[src/rtl/qdec_pkg.sv]
// Shared types, phase constants and init length for the quadrature decoder.
// QDEC_GLITCH_FILTER_EN lengthens the init window to cover the input filter.
package qdec_pkg;

  typedef enum logic {
    ST_INIT,
    ST_RUN
  } state_t;

  typedef logic [1:0] phase_t;

  // Phase order for upward motion, written as {a,b}: A leads B.
  localparam phase_t PH_00 = 2'b00;
  localparam phase_t PH_10 = 2'b10;
  localparam phase_t PH_11 = 2'b11;
  localparam phase_t PH_01 = 2'b01;

  localparam logic DIR_UP = 1'b1;
  localparam logic DIR_DN = 1'b0;

`ifdef QDEC_GLITCH_FILTER_EN
  localparam int INIT_CYCLES = 4;
`else
  localparam int INIT_CYCLES = 2;
`endif

  function automatic phase_t next_up(phase_t p);
    case (p)
      PH_00:   return PH_10;
      PH_10:   return PH_11;
      PH_11:   return PH_01;
      default: return PH_00;
    endcase
  endfunction

  function automatic phase_t next_dn(phase_t p);
    case (p)
      PH_00:   return PH_01;
      PH_01:   return PH_11;
      PH_11:   return PH_10;
      default: return PH_00;
    endcase
  endfunction

endpackage

[src/rtl/qdec_if.sv]
// Encoder-input and position-output bundle of the quadrature decoder counter.
interface qdec_if #(parameter int N = 8);
  logic         a;
  logic         b;
  logic         en;
  logic         syn_clr;
  logic         load;
  logic [N-1:0] d;
  logic         err_clr;
  logic [N-1:0] q;
  logic         dir;
  logic         step_tick;
  logic         err_tick;
  logic         err_sticky;
  logic         max_tick;
  logic         min_tick;

  modport master (
    output a, b, en, syn_clr, load, d, err_clr,
    input  q, dir, step_tick, err_tick, err_sticky, max_tick, min_tick
  );

  modport slave (
    input  a, b, en, syn_clr, load, d, err_clr,
    output q, dir, step_tick, err_tick, err_sticky, max_tick, min_tick
  );
endinterface

[src/rtl/qdec_input_sync.sv]
// Two-flop synchronizer for one encoder phase; with QDEC_GLITCH_FILTER_EN a
// stability filter follows that passes a level only after 3 identical samples.
module qdec_input_sync (
  input  logic clk,
  input  logic reset,
  input  logic din,
  output logic dout
);

  logic ff1, ff2;

  // NOTE: sequential state uses non-blocking assignments so every flop samples
  // the pre-edge value of its neighbour; blocking here would collapse the chain.
  always_ff @(posedge clk or posedge reset) begin
    if (reset) begin
      ff1 <= 1'b0;
      ff2 <= 1'b0;
    end else begin
      ff1 <= din;
      ff2 <= ff1;
    end
  end

`ifdef QDEC_GLITCH_FILTER_EN
  logic h1, h2, held, stable;

  // Output follows ff2 as soon as the third matching sample is present, so the
  // filter adds two cycles rather than three.
  assign stable = (ff2 == h1) && (h1 == h2);
  assign dout   = stable ? ff2 : held;

  always_ff @(posedge clk or posedge reset) begin
    if (reset) begin
      h1   <= 1'b0;
      h2   <= 1'b0;
      held <= 1'b0;
    end else begin
      h1   <= ff2;
      h2   <= h1;
      held <= dout;
    end
  end
`else
  assign dout = ff2;
`endif

endmodule

[src/rtl/quad_decoder_counter.sv]
// 4x quadrature decoder driving a wrapping N-bit position counter with error
// flags. Build with QDEC_GLITCH_FILTER_EN to add the input stability filter.
module quad_decoder_counter
  import qdec_pkg::*;
#(
  parameter int N = 8
) (
  input  logic   clk,
  input  logic   reset,
  qdec_if.slave  bus
);

  localparam int           CNT_W = $clog2(INIT_CYCLES + 1);
  localparam logic [N-1:0] ONE   = N'(1);
  localparam logic [N-1:0] QMAX  = {N{1'b1}};

  state_t             state, state_nxt;
  logic [CNT_W-1:0]   init_cnt;
  logic               sa, sb;
  phase_t             s, prev;
  logic               decode_en;
  logic               step_up, step_dn, illegal, step_take;

  logic [N-1:0]       q;
  logic               dir, step_tick, err_tick, err_sticky;

  qdec_input_sync u_sync_a (.clk(clk), .reset(reset), .din(bus.a), .dout(sa));
  qdec_input_sync u_sync_b (.clk(clk), .reset(reset), .din(bus.b), .dout(sb));

  assign s = {sa, sb};

  always_ff @(posedge clk or posedge reset) begin
    if (reset) begin
      state    <= ST_INIT;
      init_cnt <= '0;
      prev     <= PH_00;
    end else begin
      state <= state_nxt;
      prev  <= s;
      if (state == ST_INIT && init_cnt != CNT_W'(INIT_CYCLES))
        init_cnt <= init_cnt + CNT_W'(1);
    end
  end

  // INIT holds one edge past the count so prev captures a settled s after the
  // synchronizers have flushed their reset zeros.
  // NOTE: every always_comb output gets a default first so no path infers a latch.
  always_comb begin
    state_nxt = state;
    decode_en = 1'b0;
    case (state)
      ST_INIT: if (init_cnt == CNT_W'(INIT_CYCLES)) state_nxt = ST_RUN;
      ST_RUN:  decode_en = 1'b1;
      default: state_nxt = ST_INIT;
    endcase
  end

  always_comb begin
    step_up   = decode_en && (s != prev) && (s == next_up(prev));
    step_dn   = decode_en && (s != prev) && (s == next_dn(prev));
    illegal   = decode_en && ((s ^ prev) == 2'b11);
    step_take = bus.en && !bus.syn_clr && !bus.load && (step_up || step_dn);
  end

  always_ff @(posedge clk or posedge reset) begin
    if (reset) begin
      q          <= '0;
      dir        <= DIR_DN;
      step_tick  <= 1'b0;
      err_tick   <= 1'b0;
      err_sticky <= 1'b0;
    end else begin
      if (bus.syn_clr)      q <= '0;
      else if (bus.load)    q <= bus.d;
      else if (step_take)   q <= step_up ? q + ONE : q - ONE;

      if (step_take) dir <= step_up ? DIR_UP : DIR_DN;

      step_tick <= step_take;
      err_tick  <= illegal;

      // A new error outranks a clear arriving in the same cycle.
      if (illegal)          err_sticky <= 1'b1;
      else if (bus.err_clr) err_sticky <= 1'b0;
    end
  end

  assign bus.q          = q;
  assign bus.dir        = dir;
  assign bus.step_tick  = step_tick;
  assign bus.err_tick   = err_tick;
  assign bus.err_sticky = err_sticky;
  assign bus.max_tick   = (q == QMAX);
  assign bus.min_tick   = (q == '0);

endmodule

[src/flat_wrapper.sv]
// flat-port wrapper written by rule: the top's interface ports become plain ports
module quad_decoder_counter_flat import qdec_pkg::*;
#(
  parameter int N = 8
)
  (clk, reset, bus_a, bus_b, bus_en, bus_syn_clr, bus_load, bus_d, bus_err_clr, bus_q, bus_dir, bus_step_tick, bus_err_tick, bus_err_sticky, bus_max_tick, bus_min_tick);
  qdec_if #(.N(N)) bus_i ();
  input  logic clk;
  input  logic reset;
  input wire logic [$bits(bus_i.a)-1:0] bus_a;
  input wire logic [$bits(bus_i.b)-1:0] bus_b;
  input wire logic [$bits(bus_i.en)-1:0] bus_en;
  input wire logic [$bits(bus_i.syn_clr)-1:0] bus_syn_clr;
  input wire logic [$bits(bus_i.load)-1:0] bus_load;
  input wire logic [$bits(bus_i.d)-1:0] bus_d;
  input wire logic [$bits(bus_i.err_clr)-1:0] bus_err_clr;
  output wire logic [$bits(bus_i.q)-1:0] bus_q;
  output wire logic [$bits(bus_i.dir)-1:0] bus_dir;
  output wire logic [$bits(bus_i.step_tick)-1:0] bus_step_tick;
  output wire logic [$bits(bus_i.err_tick)-1:0] bus_err_tick;
  output wire logic [$bits(bus_i.err_sticky)-1:0] bus_err_sticky;
  output wire logic [$bits(bus_i.max_tick)-1:0] bus_max_tick;
  output wire logic [$bits(bus_i.min_tick)-1:0] bus_min_tick;
  assign bus_i.a = bus_a;
  assign bus_i.b = bus_b;
  assign bus_i.en = bus_en;
  assign bus_i.syn_clr = bus_syn_clr;
  assign bus_i.load = bus_load;
  assign bus_i.d = bus_d;
  assign bus_i.err_clr = bus_err_clr;
  assign bus_q = bus_i.q;
  assign bus_dir = bus_i.dir;
  assign bus_step_tick = bus_i.step_tick;
  assign bus_err_tick = bus_i.err_tick;
  assign bus_err_sticky = bus_i.err_sticky;
  assign bus_max_tick = bus_i.max_tick;
  assign bus_min_tick = bus_i.min_tick;
  quad_decoder_counter #(.N(N)) u_core (.clk(clk), .reset(reset), .bus(bus_i));
endmodule
[config.mk]
export PLATFORM = sky130hd
export DESIGN_NAME = quad_decoder_counter_flat
export DESIGN_NICKNAME = d
export VERILOG_FILES = /design/src/rtl/qdec_pkg.sv /design/src/rtl/qdec_if.sv /design/src/rtl/qdec_input_sync.sv /design/src/rtl/quad_decoder_counter.sv /design/src/flat_wrapper.sv
export SDC_FILE = /design/constraint.sdc
export NUM_CORES = 1
export LEC_CHECK = 0
export BUFFER_PORTS_ARGS = -buffer_cell sky130_fd_sc_hd__buf_2
export CAP_MARGIN = 0
export CORE_MARGIN = 1
export CORE_UTILIZATION = 47
export DETAILED_ROUTE_END_ITERATION = 10
export PLACE_DENSITY = 0.71
export SKIP_CTS_REPAIR_TIMING = 1
export SYNTH_ARGS = -nofsm -noshare
export SYNTH_HDL_FRONTEND = slang
export SYNTH_HIERARCHICAL = 1
export SYNTH_SLANG_ARGS = --single-unit
export TNS_END_PERCENT = 30
[constraint.sdc]
create_clock -name clk -period 5.05 [get_ports clk]
set_clock_uncertainty 0.05 [all_clocks]
set_input_delay 0.2525 -clock clk [delete_from_list [all_inputs] [get_ports clk]]
set_output_delay 0.2525 -clock clk [all_outputs]
set_load 0.05 [all_outputs]
==> impl_results.md <==
- Routed Wire Length: around 2800 um
- Placed cells: 179
- Sequential cell fraction of total power: 42.3%
- CP required: ~5200 ps
- Worst-skew pair later-pin latency: 310 ps
- Final Hold Fails: 0
- Worst vdd ir: 0.219 mV
- Pre-antenna DRT Iters: 5
- Area growth, synth to finish: 18.2%
- Vias: 1059
- Yosys reg bits: 21
- CP peak stage delay: 450 ps
- # DRC: 0
- Clock sinks: 21
- Seq/Total Area, Yosys: 42.2%
- Most frequent cell after synthesis: dfrtp_1
- Post-route setup TNS: 0 ps
- Slew margin rel.: between 50 and 60%
- Top cells by area, synth: dfrtp_1 42%, ha_1 8.0%, xor2_2 3.9%
- Fin cells: 186
- Die X-Extent: 53.5 um
- Hpwl dp: roughly 2100 um
- Vias in the first global route: 1002
- GR Util All Layers: 22.1%
- Setup Viol. Count Final: 0
- Clk pwr share: 18.4%
- Core footprint: roughly 2500 um^2
- Vias per inst: 5.69
- CTS tree: yes
- RD Place Congestion: 0.888
- Setup CP Type: flop to flop
- Worst min path class: input pin to flop
- Area leader, netlist: dfrtp_1
- Slew Limit Fails: 0
- P_int: 275 uW
- Minimum clock period: 2730 ps
- Slowest cell on the critical path: dfrtp_1
- Crit share post-route: 54.0%
- Critical Path Source Type: flop
- Rows: 18
- Async SR Flop Fraction: 100%
- Arr. time, crit path: 2900 ps
- Crit end category: flop
- Port bufs: 29
- Mapped Area: between 1000 and 1500 um^2
- First-pass GRT wire length: between 4000 and 5000 um
- Leak pwr: 0.000718 uW
- WL/cell: 14.9 um
- Nets: ~180
- Avg Cell Area, Syn: 10.0 um^2
- Antenna diodes: 0
- Post-synthesis cell type count: 38
- Max Freq: between 300 and 400 MHz
- Max Cap Violations: 0
- Sw frac: between 40% and 50%
- Unrepaired setup endpoints after global routing: no
- Worst-path fanout max: 8
- Ports: 30
- Net Switching: 187 uW
- Congestion Overflow GR: 0
- Pin count of the biggest net entering global routing: 18
- CTS Buf Count: 3
- CTS clk-pin slew, worst paths: 120 ps
- Antenna violations before repair: 0
- Post-route ant nets: 0
- Worst slew pin tran: approximately 680 ps
- Area of the die: approximately 2900 um^2
- Yosys warns: 6
- Layout cells sized above 1: 25.0%
- Outcome: complete, no violations
- Comb power frac: between 30% and 40%
- Post-synth EDFFs: 0
- Synth Flop Type: dfrtp_1
- Die H: 53.5 um
- Top post-synthesis cells by count: 21 x dfrtp_1, 9 x nor2_1, 8 x ha_1, 8 x inv_1, 7 x a21oi_1
- Pwr dens: 314 nW/um^2
- Gate Count Post-Synth: 124
- Worst path cell trace: xor2_1, nor2_1, nand2_1, ha_1, a211oi_1, o21bai_1, a21oi_1, nand4_1, a311oi_1
- Longest Clk Path Bufs: 2
- CTS Root Cell: clkbuf_4
- CTS H-Tree Depth: 1
- Synth top area share: 42.2%
- Syn_nets: 149
- Detailed router's first-iteration violation count: 16
- Initial core utilization: between 40% and 50%
==> path summary, 6_finish.rpt <==
| check | cells past startpoint | start | slack, ps | endpoint |
|---|---|---|---|---|
| worst min-delay path | 3 | bus_d[2] | 120 | u_core/bus.q[2]$_DFFE_PP0P_ |
| max in group asynchronous | 3 | reset | 3970 | u_core/bus.q[0]$_DFFE_PP0P_ |
| worst max register to register | 9 | u_core/u_sync_b/dout$_DFF_PP0_ | 2320 | u_core/bus.q[5]$_DFFE_PP0P_ |
| worst max-delay path | 9 | u_core/u_sync_b/dout$_DFF_PP0_ | 2320 | u_core/bus.q[5]$_DFFE_PP0P_ |
| worst min register to register | 0 | u_core/u_sync_b/ff1$_DFF_PP0_ | 310 | u_core/u_sync_b/dout$_DFF_PP0_ |
| min in group asynchronous | 3 | reset | 290 | u_core/u_sync_a/dout$_DFF_PP0_ |
==> logic make-up (layout without fill, tap and decap cells) <==
kind of cell,Yosys count,in the layout,synth area share [%]
AO/OA/AOI/OAI,32,32,17.7
adder cells (fa/ha/maj),9,9,9.64
AND/OR/NAND/NOR,38,38,16.3
buffers and inverters,12,44,3.71
XOR/XNOR,10,10,8.84
flip-flops,21,21,42.2
multiplexers,2,2,1.71
==> placed cells by master, fill, tap and decap left out, types with 2 or more instances in the layout <==
master         count
nand2_1            5
xnor2_1            5
o2111ai_1          2
nand4_1            4
inv_1              8
nor3_1             6
a21oi_1            7
a21o_1             4
buf_2             29
clkbuf_4           3
o21a_1             2
dfrtp_1           21
nor2_1             9
a211oi_1           5
or4_1              2
o21ai_0            4
o21bai_1           2
dlygate4sd3_1      3
xor2_1             2
or3_1              2
ha_1               8
xor2_2             3
nand3_1            3
==> metal layers <==
layer  track usage (%)  up-vias  routed length, um
li1                  -      515                  -
met2              37.1       35               1360
met1              27.4      498               1240
met3              3.16       11                104
met4              10.5        0                 71
met5                 0        -                  0
==> sequential cells by signal, indices dropped and copies added (netlist names) <==
register,flops
u_core/bus.q,8
u_core/init_cnt,2
u_core/prev,2
u_core/bus.dir,1
u_core/bus.err_sticky,1
u_core/bus.err_tick,1
u_core/bus.step_tick,1
u_core/state,1
u_core/u_sync_a/dout,1
u_core/u_sync_a/ff1,1
u_core/u_sync_b/dout,1
u_core/u_sync_b/ff1,1
==> worst max-delay path, delay by kind of cell (launching register included) <==
family,cells,cell delay [ps]
flip-flops,1,450
AO/OA/AOI/OAI,4,980
AND/OR/NAND/NOR,3,570
XOR/XNOR,1,190
adder cells (fa/ha/maj),1,390
==> power groups by stage <==
| stage | logic (uW) | registers [uW] | clock network (uW) |
|---|---|---|---|
| after global placement | 173 | 199 | 0 |
| after global routing | 195 | 198 | 93.1 |
| after detailed placement | 177 | 199 | 0 |
| after CTS | 178 | 196 | 89.3 |
| final | 181 | 196 | 84.9 |
| after floorplan | 97.8 | 235 | 0 |
==> final cells by class <==
type	instances	area, um^2
fillers	234	1030
multi-input cells	91	674
flip-flops and latches	21	526
repair buffers	32	175
well taps	30	37.5
inverters	8	30.0
clock buffers	3	22.5
clock inverters	1	7.51
==> stage by stage <==
step                setup slack (ps)  util, %  hold WS (ps)  area (um^2)  total power (uW)
finish                          2320     58.9           117         1470               462
global route                    2190     58.9           121         1470               486
CTS                             2380     57.7          -282         1440               463
detailed placement              2430     56.5          77.9         1410               376
global placement                2500     56.5          70.9         1410               371
floorplan                       2710        -         -56.3         1250               333
Power figures use the tool's default switching activity.
